$ cat src/rtl/jolt80_mem_responder.sv
// Jolt80 data-bus responder: turns 8/16-bit CPU byte accesses into 16-bit word RAM
// accesses with byte enables, splitting misaligned 16-bit accesses into two words.
module jolt80_mem_responder #(
    parameter int ADDR_WIDTH = 16,
    parameter int RAM_RD_LAT = 1
) (
    input  logic                  clk,
    input  logic                  reset,
    input  logic                  req_rdwr,
    input  logic [ADDR_WIDTH-1:0] addr_in,
    input  logic                  data_acc_sz,
    input  logic                  data_we,
    input  logic [15:0]           write_data_in,
    output logic [15:0]           read_data_out,
    output logic                  data_ready,
    output logic [ADDR_WIDTH-2:0] ram_addr,
    output logic [15:0]           ram_wdata,
    output logic [1:0]            ram_be,
    output logic                  ram_we,
    input  logic [15:0]           ram_rdata
);
    localparam int WW = ADDR_WIDTH - 1;
    localparam logic [1:0] LAT_LAST = 2'(RAM_RD_LAT - 1);

    typedef enum logic [2:0] {IDLE, ACC0, WAIT0, ACC1, WAIT1, DONE} state_t;

    state_t                state_q, state_d;
    logic [ADDR_WIDTH-1:0] addr_q, addr_d;
    logic                  size_q, size_d;
    logic                  we_q, we_d;
    logic [15:0]           wdata_q, wdata_d;
    logic [1:0]            cnt_q, cnt_d;
    logic [15:0]           rd0_q, rd0_d;
    logic [15:0]           rd1_q, rd1_d;
    logic [15:0]           rdout_q, rdout_d;
    logic                  ready_q, ready_d;
    logic [WW-1:0]         ram_addr_q, ram_addr_d;
    logic [15:0]           ram_wdata_q, ram_wdata_d;
    logic [1:0]            ram_be_q, ram_be_d;
    logic                  ram_we_q, ram_we_d;

    logic          split_q, split_d;
    logic [WW-1:0] word1;
    logic [15:0]   result;

    assign split_q = size_q & addr_q[0];
    assign split_d = size_d & addr_d[0];
    // Second word wraps modulo the RAM word space.
    assign word1   = addr_q[ADDR_WIDTH-1:1] + WW'(1);

    always_comb begin
        result = {8'h00, (addr_q[0] ? rd0_q[15:8] : rd0_q[7:0])};
        if (size_q) begin
            result = addr_q[0] ? {rd1_q[7:0], rd0_q[15:8]} : rd0_q;
        end
    end

    always_comb begin
        state_d = state_q;
        addr_d  = addr_q;
        size_d  = size_q;
        we_d    = we_q;
        wdata_d = wdata_q;
        cnt_d   = cnt_q;
        rd0_d   = rd0_q;
        rd1_d   = rd1_q;
        rdout_d = rdout_q;
        case (state_q)
            IDLE: begin
                if (req_rdwr) begin
                    addr_d  = addr_in;
                    size_d  = data_acc_sz;
                    we_d    = data_we;
                    wdata_d = write_data_in;
                    state_d = ACC0;
                end
            end
            ACC0: begin
                cnt_d   = 2'd0;
                state_d = we_q ? (split_q ? ACC1 : DONE) : WAIT0;
            end
            WAIT0: begin
                if (cnt_q == LAT_LAST) begin
                    rd0_d   = ram_rdata;
                    state_d = split_q ? ACC1 : DONE;
                end else begin
                    cnt_d = cnt_q + 2'd1;
                end
            end
            ACC1: begin
                cnt_d   = 2'd0;
                state_d = we_q ? DONE : WAIT1;
            end
            WAIT1: begin
                if (cnt_q == LAT_LAST) begin
                    rd1_d   = ram_rdata;
                    state_d = DONE;
                end else begin
                    cnt_d = cnt_q + 2'd1;
                end
            end
            DONE: begin
                if (!we_q) begin
                    rdout_d = result;
                end
                state_d = IDLE;
            end
            default: state_d = IDLE;
        endcase
    end

    // RAM-side outputs are computed for the state being entered so they register in step with it.
    always_comb begin
        ram_addr_d  = ram_addr_q;
        ram_wdata_d = ram_wdata_q;
        ram_be_d    = ram_be_q;
        ram_we_d    = 1'b0;
        ready_d     = (state_d == IDLE);
        case (state_d)
            ACC0: begin
                ram_addr_d = addr_d[ADDR_WIDTH-1:1];
                ram_we_d   = we_d;
                if (!size_d) begin
                    ram_be_d    = addr_d[0] ? 2'b10 : 2'b01;
                    ram_wdata_d = {wdata_d[7:0], wdata_d[7:0]};
                end else if (!split_d) begin
                    ram_be_d    = 2'b11;
                    ram_wdata_d = wdata_d;
                end else begin
                    ram_be_d    = 2'b10;
                    ram_wdata_d = {wdata_d[7:0], 8'h00};
                end
            end
            ACC1: begin
                ram_addr_d  = word1;
                ram_we_d    = we_d;
                ram_be_d    = 2'b01;
                ram_wdata_d = {8'h00, wdata_d[15:8]};
            end
            IDLE, DONE: ram_be_d = 2'b00;
            default: ;
        endcase
    end

    always_ff @(posedge clk) begin
        if (!reset) begin
            state_q     <= IDLE;
            addr_q      <= '0;
            size_q      <= 1'b0;
            we_q        <= 1'b0;
            wdata_q     <= '0;
            cnt_q       <= '0;
            rd0_q       <= '0;
            rd1_q       <= '0;
            rdout_q     <= '0;
            ready_q     <= 1'b1;
            ram_addr_q  <= '0;
            ram_wdata_q <= '0;
            ram_be_q    <= '0;
            ram_we_q    <= 1'b0;
        end else begin
            state_q     <= state_d;
            addr_q      <= addr_d;
            size_q      <= size_d;
            we_q        <= we_d;
            wdata_q     <= wdata_d;
            cnt_q       <= cnt_d;
            rd0_q       <= rd0_d;
            rd1_q       <= rd1_d;
            rdout_q     <= rdout_d;
            ready_q     <= ready_d;
            ram_addr_q  <= ram_addr_d;
            ram_wdata_q <= ram_wdata_d;
            ram_be_q    <= ram_be_d;
            ram_we_q    <= ram_we_d;
        end
    end

    assign read_data_out = rdout_q;
    assign data_ready    = ready_q;
    assign ram_addr      = ram_addr_q;
    assign ram_wdata     = ram_wdata_q;
    assign ram_be        = ram_be_q;
    assign ram_we        = ram_we_q;
endmodule

$ cat config.mk
export PLATFORM = sky130hd
export DESIGN_NAME = jolt80_mem_responder
export DESIGN_NICKNAME = d
export VERILOG_FILES = /design/src/rtl/jolt80_mem_responder.sv
export SDC_FILE = /design/constraint.sdc
export NUM_CORES = 1
export LEC_CHECK = 0
export BUFFER_PORTS_ARGS = -buffer_cell sky130_fd_sc_hd__buf_4
export CELL_PAD_IN_SITES_DETAIL_PLACEMENT = 0
export CELL_PAD_IN_SITES_GLOBAL_PLACEMENT = 1
export CORE_MARGIN = 2
export CORE_UTILIZATION = 43
export DETAILED_ROUTE_END_ITERATION = 12
export HOLD_SLACK_MARGIN = 0.03
export PLACE_DENSITY_LB_ADDON = 0.12
export SETUP_SLACK_MARGIN = 0.2
export SYNTH_ARGS = -nofsm -noshare
export SYNTH_HDL_FRONTEND = slang
export SYNTH_SLANG_ARGS = --single-unit
$ cat constraint.sdc
create_clock -name clk -period 2.7 [get_ports clk]
set_input_delay 0 -clock clk [delete_from_list [all_inputs] [get_ports clk]]
set_output_delay 0 -clock clk [all_outputs]
set_load 0.02 [all_outputs]
==> metrics.md, run 1 <==
| Metric | Value |
|---|---|
| Number of nets in the layout | 738 |
| Std-Cell Rows | 38 |
| IR drop worst, VDD | ~0.28 mV |
| Data required, critical path | between 2 and 3 ns |
| Share of the synthesized area in the top cell type | 45.3% |
| DRT antenna net count | 0 |
| Port Buffer Count | 103 |
| Fin. max-slew vios | 0 |
| Clk sinks | 106 |
| Pin count of the biggest net entering global routing | 56 |
| Sequential fraction of the synthesis area | 45.3% |
| Fmax | 431 MHz |
| Fin cells | a little over 800 |
| Cell Area, Synth | 4680 sq um |
| Chip Width | 108 um |
| Worst-Margin Slew | 0.724 ns |
| Vias per cell | ~5.2 |
| Vias in the first global route | a little over 4k |
| Most common cell after layout, fill and taps aside | nand2_1 |
| Routed wire length per instance | roughly 15 um |
| Most area-consuming cells after synthesis | dfxtp_1 45%, nand2_1 9.4%, a21oi_1 8.0% |
| First-pass GRT wire length | about 20 mm |
| Post-DP HPWL | 8.08 mm |
| Min setup slack post-route | 0.378 ns |
| CP max FO | 29 |
| Multi-input logic area | 2270 sq um |
| Initial antenna violation count | 0 |
| Vias after detailed routing | between 4k and 5k |
| Final setup viols | 0 |
| TritonCTS clock tree | yes |
| Synthesized area per cell | 8.55 sq um |
| Htree depth | 3 |
| Pwr Density | 613 nW/um^2 |
| Post-synth top flop | dfxtp_1 |
| Reg area | 2120 sq um |
| Routability congestion estimate | 0.813 |
| Most frequent cells in the layout | 117 x nand2_1, 113 x buf_4, 106 x dfxtp_1 |
| Tot Pwr | about 3.8 mW |
| Cell taking the most area after synthesis | dfxtp_1 |
| CTS root buffer | clkbuf_8 |
| CP startpoint kind | flop |
| Async set-reset flop share out of synthesis | 0% |
| Iteration-0 DRC Markers | 245 |
| Congestion Overflow GR | 0 |
| Leakage | 2.48 nW |
| Crit share post-route | 86.0% |
| Largest stage delay, worst path | 0.62 ns |
| Clock buffer count from CTS | 9 |
| Dpl cells | roughly 760 |
| Max Cap Viol | 0 |
| Final TNS setup | 0 ns |
| Critical-path top delay cell | dfxtp_1 |
| Endpoint type of the worst setup path | flop |
| Synthesized net count | 603 |
| Number of remaining DRC errors | 0 |
| Share of layout cells above drive strength 1 | 22.0% |
| Clock transition at path regs | 0.09 ns |
| RSZ-0062 raised after global routing | false |
| Antenna diode count | 0 |
| Cell variety after synth | 53 |
| Crit path kind | reg2reg |
| EDFF count, synth | 0 |
| Rel. slew slack | 51.6% |
| Pre-antenna DRT Iters | 4 |
| Mapped Cells | 547 |
| Crit path DAT | 2.58 ns |
| Filler cell count | 1036 |
| Pre-CTS setup slack | 0.382 ns |
| Yosys warning count | 0 |
| Clk buf depth | 2 |
| Synth Register Bits | around 110 |
| Clock latency on the worst-skew pair | 0.37 ns |
| GR Util All Layers | a little over a fifth |
| Clock Skew | 0.00876 ns |
| Core ar. | 10700 sq um |
| Final Hold Fails | 0 |
| Status | finished, final reports clean |
| Number of gates resized after CTS | 0 |
| Fin crit period | 2.32 ns |
| Initial Util | 43.5% |
| Height of the die | 108 um |
| HP Class | in2reg |
| Total Routed Length | around 12 mm |
| Crit-path cells | mux2i_1 -> o311ai_4 -> nand3_4 -> buf_4 -> a222oi_1 -> nor2_1 |
| # IOs | ~100 |
| Area grow syn2layout | 32.4% |
| Die area | between 10000 and 15000 sq um |
-- cells in the mapped netlist (8+ instances only) --
| cell | number |
|---|---|
| mux2_2 | 8 |
| clkbuf_1 | 16 |
| mux2i_1 | 19 |
| and3_1 | 11 |
| o21ai_0 | 13 |
| nand2_1 | 117 |
| buf_2 | 15 |
| inv_1 | 12 |
| a21oi_1 | 75 |
| nor2_1 | 36 |
| a211oi_1 | 8 |
| nand3_1 | 16 |
| dfxtp_1 | 106 |
-- through the flow --
step	utilization (%)	hold slack [ns]	instance area (sq um)
5_1_grt	57.7	0.418	6190
3_3_place_gp	51.1	0.235	5490
4_1_cts	57.7	0.395	6190
6_report	57.7	0.412	6190
3_5_place_dp	51.1	0.241	5490
2_1_floorplan	-	0.136	4680
-- sequential cells by signal (all words and copies together), names as in the netlist --
register       flops
we_q               1
wdata_q            8
read_data_out     16
ram_be             2
ram_we             1
state_q            3
rd0_q             16
rd1_q              8
cnt_q              2
ram_wdata         16
addr_q            16
data_ready         1
ram_addr          15
size_q             1
-- report_power, final --
part           total (mW)  internal, mW  switching, mW
Clock               0.965         0.452          0.514
Sequential           1.83          1.71          0.120
Combinational        1.00         0.441          0.560
Total                3.80          2.60           1.19
-- logic make-up after synthesis --
kind of cell / count (synthesis) / share of synthesized area [%]
buffers and inverters: 55 / 6.26
XOR/XNOR: 13 / 2.43
AND/OR/NAND/NOR: 212 / 20.7
AO/OA/AOI/OAI: 131 / 18.4
adder cells (fa/ha/maj): 3 / 0.802
multiplexers: 27 / 5.99
flip-flops: 106 / 45.3
-- final timing paths --
path,start,endpoint,slack (ns),depth (start not counted)
max,state_q[1],ram_addr[8],0.38,6
min,write_data_in[4],ram_wdata[4],0.41,3
max reg2reg,state_q[1],ram_addr[8],0.38,6
min reg2reg,rd0_q[6],rd0_q[6],0.46,2
-- worst max-delay path: cells and delay by family (launching register included) --
family,cells,cell delay [ns]
compound gates,2,0.63
buf+inv,1,0.31
flops,1,0.62
mux,1,0.20
simple gates,2,0.44
-- timing repair --
action / CTS / global route
setup endpoints to repair: 0 / 1
buffers inserted: 0 / 0
hold buffers: 52 / 0
endpoints found under the hold margin: 84 / 0
-- area by class of cell --
class / count / area share (%)
flip-flops and latches: 106 / 34.3
clock buffers: 13 / 2.40
multi-input cells: 386 / 36.7
well taps: 140 / 2.83
inverters: 13 / 0.788
clock inverters: 2 / 0.606
repair buffers: 166 / 22.4
-- routing by layer --
metal	vias up	track usage [%]	share of wire [%]
met5	-	0	0
met4	0	7.42	1.4
met3	13	2.83	4.6
met2	112	34.4	47
met1	1994	29.8	47
li1	2155	-	-
No activity file was read; power rests on OpenSTA's default activity.
==> run 2: changes to the inputs <==
--- a/config.mk
+++ b/config.mk
@@ -6,11 +6,12 @@
 export NUM_CORES = 1
 export LEC_CHECK = 0
 export BUFFER_PORTS_ARGS = -buffer_cell sky130_fd_sc_hd__buf_4
-export CELL_PAD_IN_SITES_DETAIL_PLACEMENT = 0
+export CELL_PAD_IN_SITES_DETAIL_PLACEMENT = 1
 export CELL_PAD_IN_SITES_GLOBAL_PLACEMENT = 1
 export CORE_MARGIN = 2
 export CORE_UTILIZATION = 43
 export DETAILED_ROUTE_END_ITERATION = 12
+export GPL_TIMING_DRIVEN = 1
 export HOLD_SLACK_MARGIN = 0.03
 export PLACE_DENSITY_LB_ADDON = 0.12
 export SETUP_SLACK_MARGIN = 0.2
==> run 2 against run 1 <==
Register-to-register slack better by 0.05 ns. Die area unchanged. Largest cell class unchanged. Clock-buffer cell count down 3. Combinational power about the same. Sequential share of layout area down 0.16 points.
==> metrics.md, run 2 (synthesis results as in run 1) <==
| Metric | Value |
|---|---|
| Final setup viols | 0 |
| First-pass GRT wire length | 23.2 mm |
| Die area | 11700 sq um |
| Placed Area | 5490 sq um |
| Rel. slew slack | between 40% and 50% |
| Endpoint type of the worst setup path | flop |
| Filler cell count | between 1k and 1.5k |
| Number of nets in the layout | approximately 740 |
| Crit share post-route | 84.3% |
| Antenna diode count | 0 |
| Clk sinks | 106 |
| Crit-path cells | inv_1 -> ha_1 -> mux2i_1 -> o311ai_4 -> nand3_4 -> buf_4 -> a222oi_1 -> nor2_1 |
| Area grow syn2layout | 33.1% |
| Crit. Startpoint | cnt_q[0] |
| Fin crit period | between 2 and 2.5 ns |
| Dpl cells | between 700 and 800 |
| Post-CTS Setup Inserts | 0 |
| Clock Skew | 0.00899 ns |
| Multi-input logic area | roughly 2300 sq um |
| Max Cap Viol | 0 |
| Final Hold Fails | 0 |
| Vias per cell | about 5.4 |
| CTS root buffer | clkbuf_8 |
| # IOs | around 100 |
| Initial antenna violation count | 0 |
| Total Routed Length | around 14 mm |
| Leakage | 2.51 nW |
| Final core area utilization | 58.0% |
| Clock transition at path regs | around 0.10 ns |
| Clock buffer count from CTS | 9 |
| Routed wire length per instance | around 17 um |
| Std-Cell Rows | 38 |
| Pin count of the biggest net entering global routing | between 50 and 60 |
| Final TNS setup | 0 ns |
| Fin. max-slew vios | 0 |
| Fin cells | 827 |
| Congestion Overflow GR | 0 |
| Share of layout cells above drive strength 1 | 22.7% |
| Htree depth | 3 |
| DRT antenna net count | 0 |
| Vias after detailed routing | 4426 |
| Worst setup endpoint | ram_addr[8] |
| Data required, critical path | 2.98 ns |
| Port Buffer Count | between 100 and 150 |
| HP Class | in2reg |
| Minimum setup slack among reg-to-reg paths | 0.42 ns |
| Critical-path top delay cell | o311ai_4 |
| Crit path DAT | ~2.6 ns |
| Largest stage delay, worst path | 0.38 ns |
| Worst reg2reg path startpoint | cnt_q[0] |
| Iteration-0 DRC Markers | 162 |
| Status | finished, final reports clean |
| Most common cell after layout, fill and taps aside | nand2_1 |
| Most frequent cells in the layout | 117 x nand2_1, 113 x buf_4, 105 x dfxtp_1 |
| TritonCTS clock tree | yes |
| Worst hold margin | approximately 0.38 ns |
| IR drop worst, VDD | approximately 0.38 mV |
| CP startpoint kind | flop |
| RSZ-0062 raised after global routing | false |
| Worst-Margin Slew | 0.750 ns |
| Routability congestion estimate | 0.813 |
| Clock latency on the worst-skew pair | 0.39 ns |
| Core ar. | ~11000 sq um |
| Reg2Reg Depth | 8 |
| GR Util All Layers | between 20% and 30% |
| Fin area | 6230 sq um |
| Pwr Density | 637 nW/um^2 |
| Reg-to-reg critical path endpoint | ram_addr[8] |
| Crit path kind | reg2reg |
| Reg area | approximately 2100 sq um |
| Post-DP HPWL | 9.24 mm |
| CP max FO | 29 |
| Clk buf depth | 2 |
| Height of the die | 108 um |
| Number of remaining DRC errors | 0 |
| Vias in the first global route | 4455 |
| Pre-antenna DRT Iters | 4 |
| Initial Util | 43.5% |
| Chip Width | 108 um |
| Fmax | 439 MHz |
## run 2: changes by cell type in the layout (fill, tap and decap cells not counted)
cell and delta:
dfxtp_2 +1, clkbuf_1 -3, clkinvlp_4 -1, bufinv_16 +1
clkinv_2 +4, dfxtp_1 -1
## run 2: area by class of cell
| class | count | area share [%] |
|---|---|---|
| Clock buffer | 10 | 2.21 |
| Clock inverter | 6 | 1.29 |
| Inverter | 13 | 0.784 |
| Multi-Input combinational cell | 386 | 36.5 |
| Sequential cell | 106 | 34.1 |
| Tap cell | 140 | 2.81 |
| Timing Repair Buffer | 166 | 22.3 |
## run 2: critical path, delay by kind of cell (launching register included)
kind,cells,cell delay (ns)
compound gates,2,0.60
flops,1,0.34
buf+inv,2,0.41
fa+ha+maj,1,0.24
simple gates,2,0.42
mux,1,0.14
## run 2: power breakdown
group / internal (mW) / switching [mW] / total (mW)
combinational: 0.441 / 0.585 / 1.03
sequential: 1.71 / 0.129 / 1.84
clock: 0.542 / 0.558 / 1.10
## run 2: worst min path at each step
stage	from	end	slack [ns]	cells past startpoint
global route	write_data_in[4]	ram_wdata[4]	0.38	3
CTS	write_data_in[6]	ram_wdata[6]	0.37	3
finish	write_data_in[3]	ram_wdata[3]	0.38	3
detailed placement	write_data_in[4]	ram_wdata[4]	0.24	2
floorplan	ram_rdata[0]	rd1_q[0]	0.14	2
global placement	write_data_in[5]	ram_wdata[5]	0.23	2
## run 2: routing by layer
layer / GRT usage (%) / share of wire (%) / up-vias
li1: - / - / 2157
met1: 32.5 / 46 / 2173
met2: 44.2 / 50 / 81
met3: 4.46 / 3.2 / 15
met4: 7.23 / 1.4 / 0
met5: 0 / 0 / -
## run 2: what timing repair did
item | 4_1_cts | 5_1_grt
hold buffers | 52 | 0
setup endpoints to repair | 0 | 3
resized for setup | 0 | 1
endpoints found under the hold margin | 86 | 0
## run 2: through the flow
step / power, mW / worst slack [ns]
6_report: 3.97 / 0.423
5_1_grt: 4.16 / 0.202
4_1_cts: 3.98 / 0.349
3_5_place_dp: 2.83 / 0.371
3_3_place_gp: 2.80 / 0.471
2_1_floorplan: 2.49 / 0.832
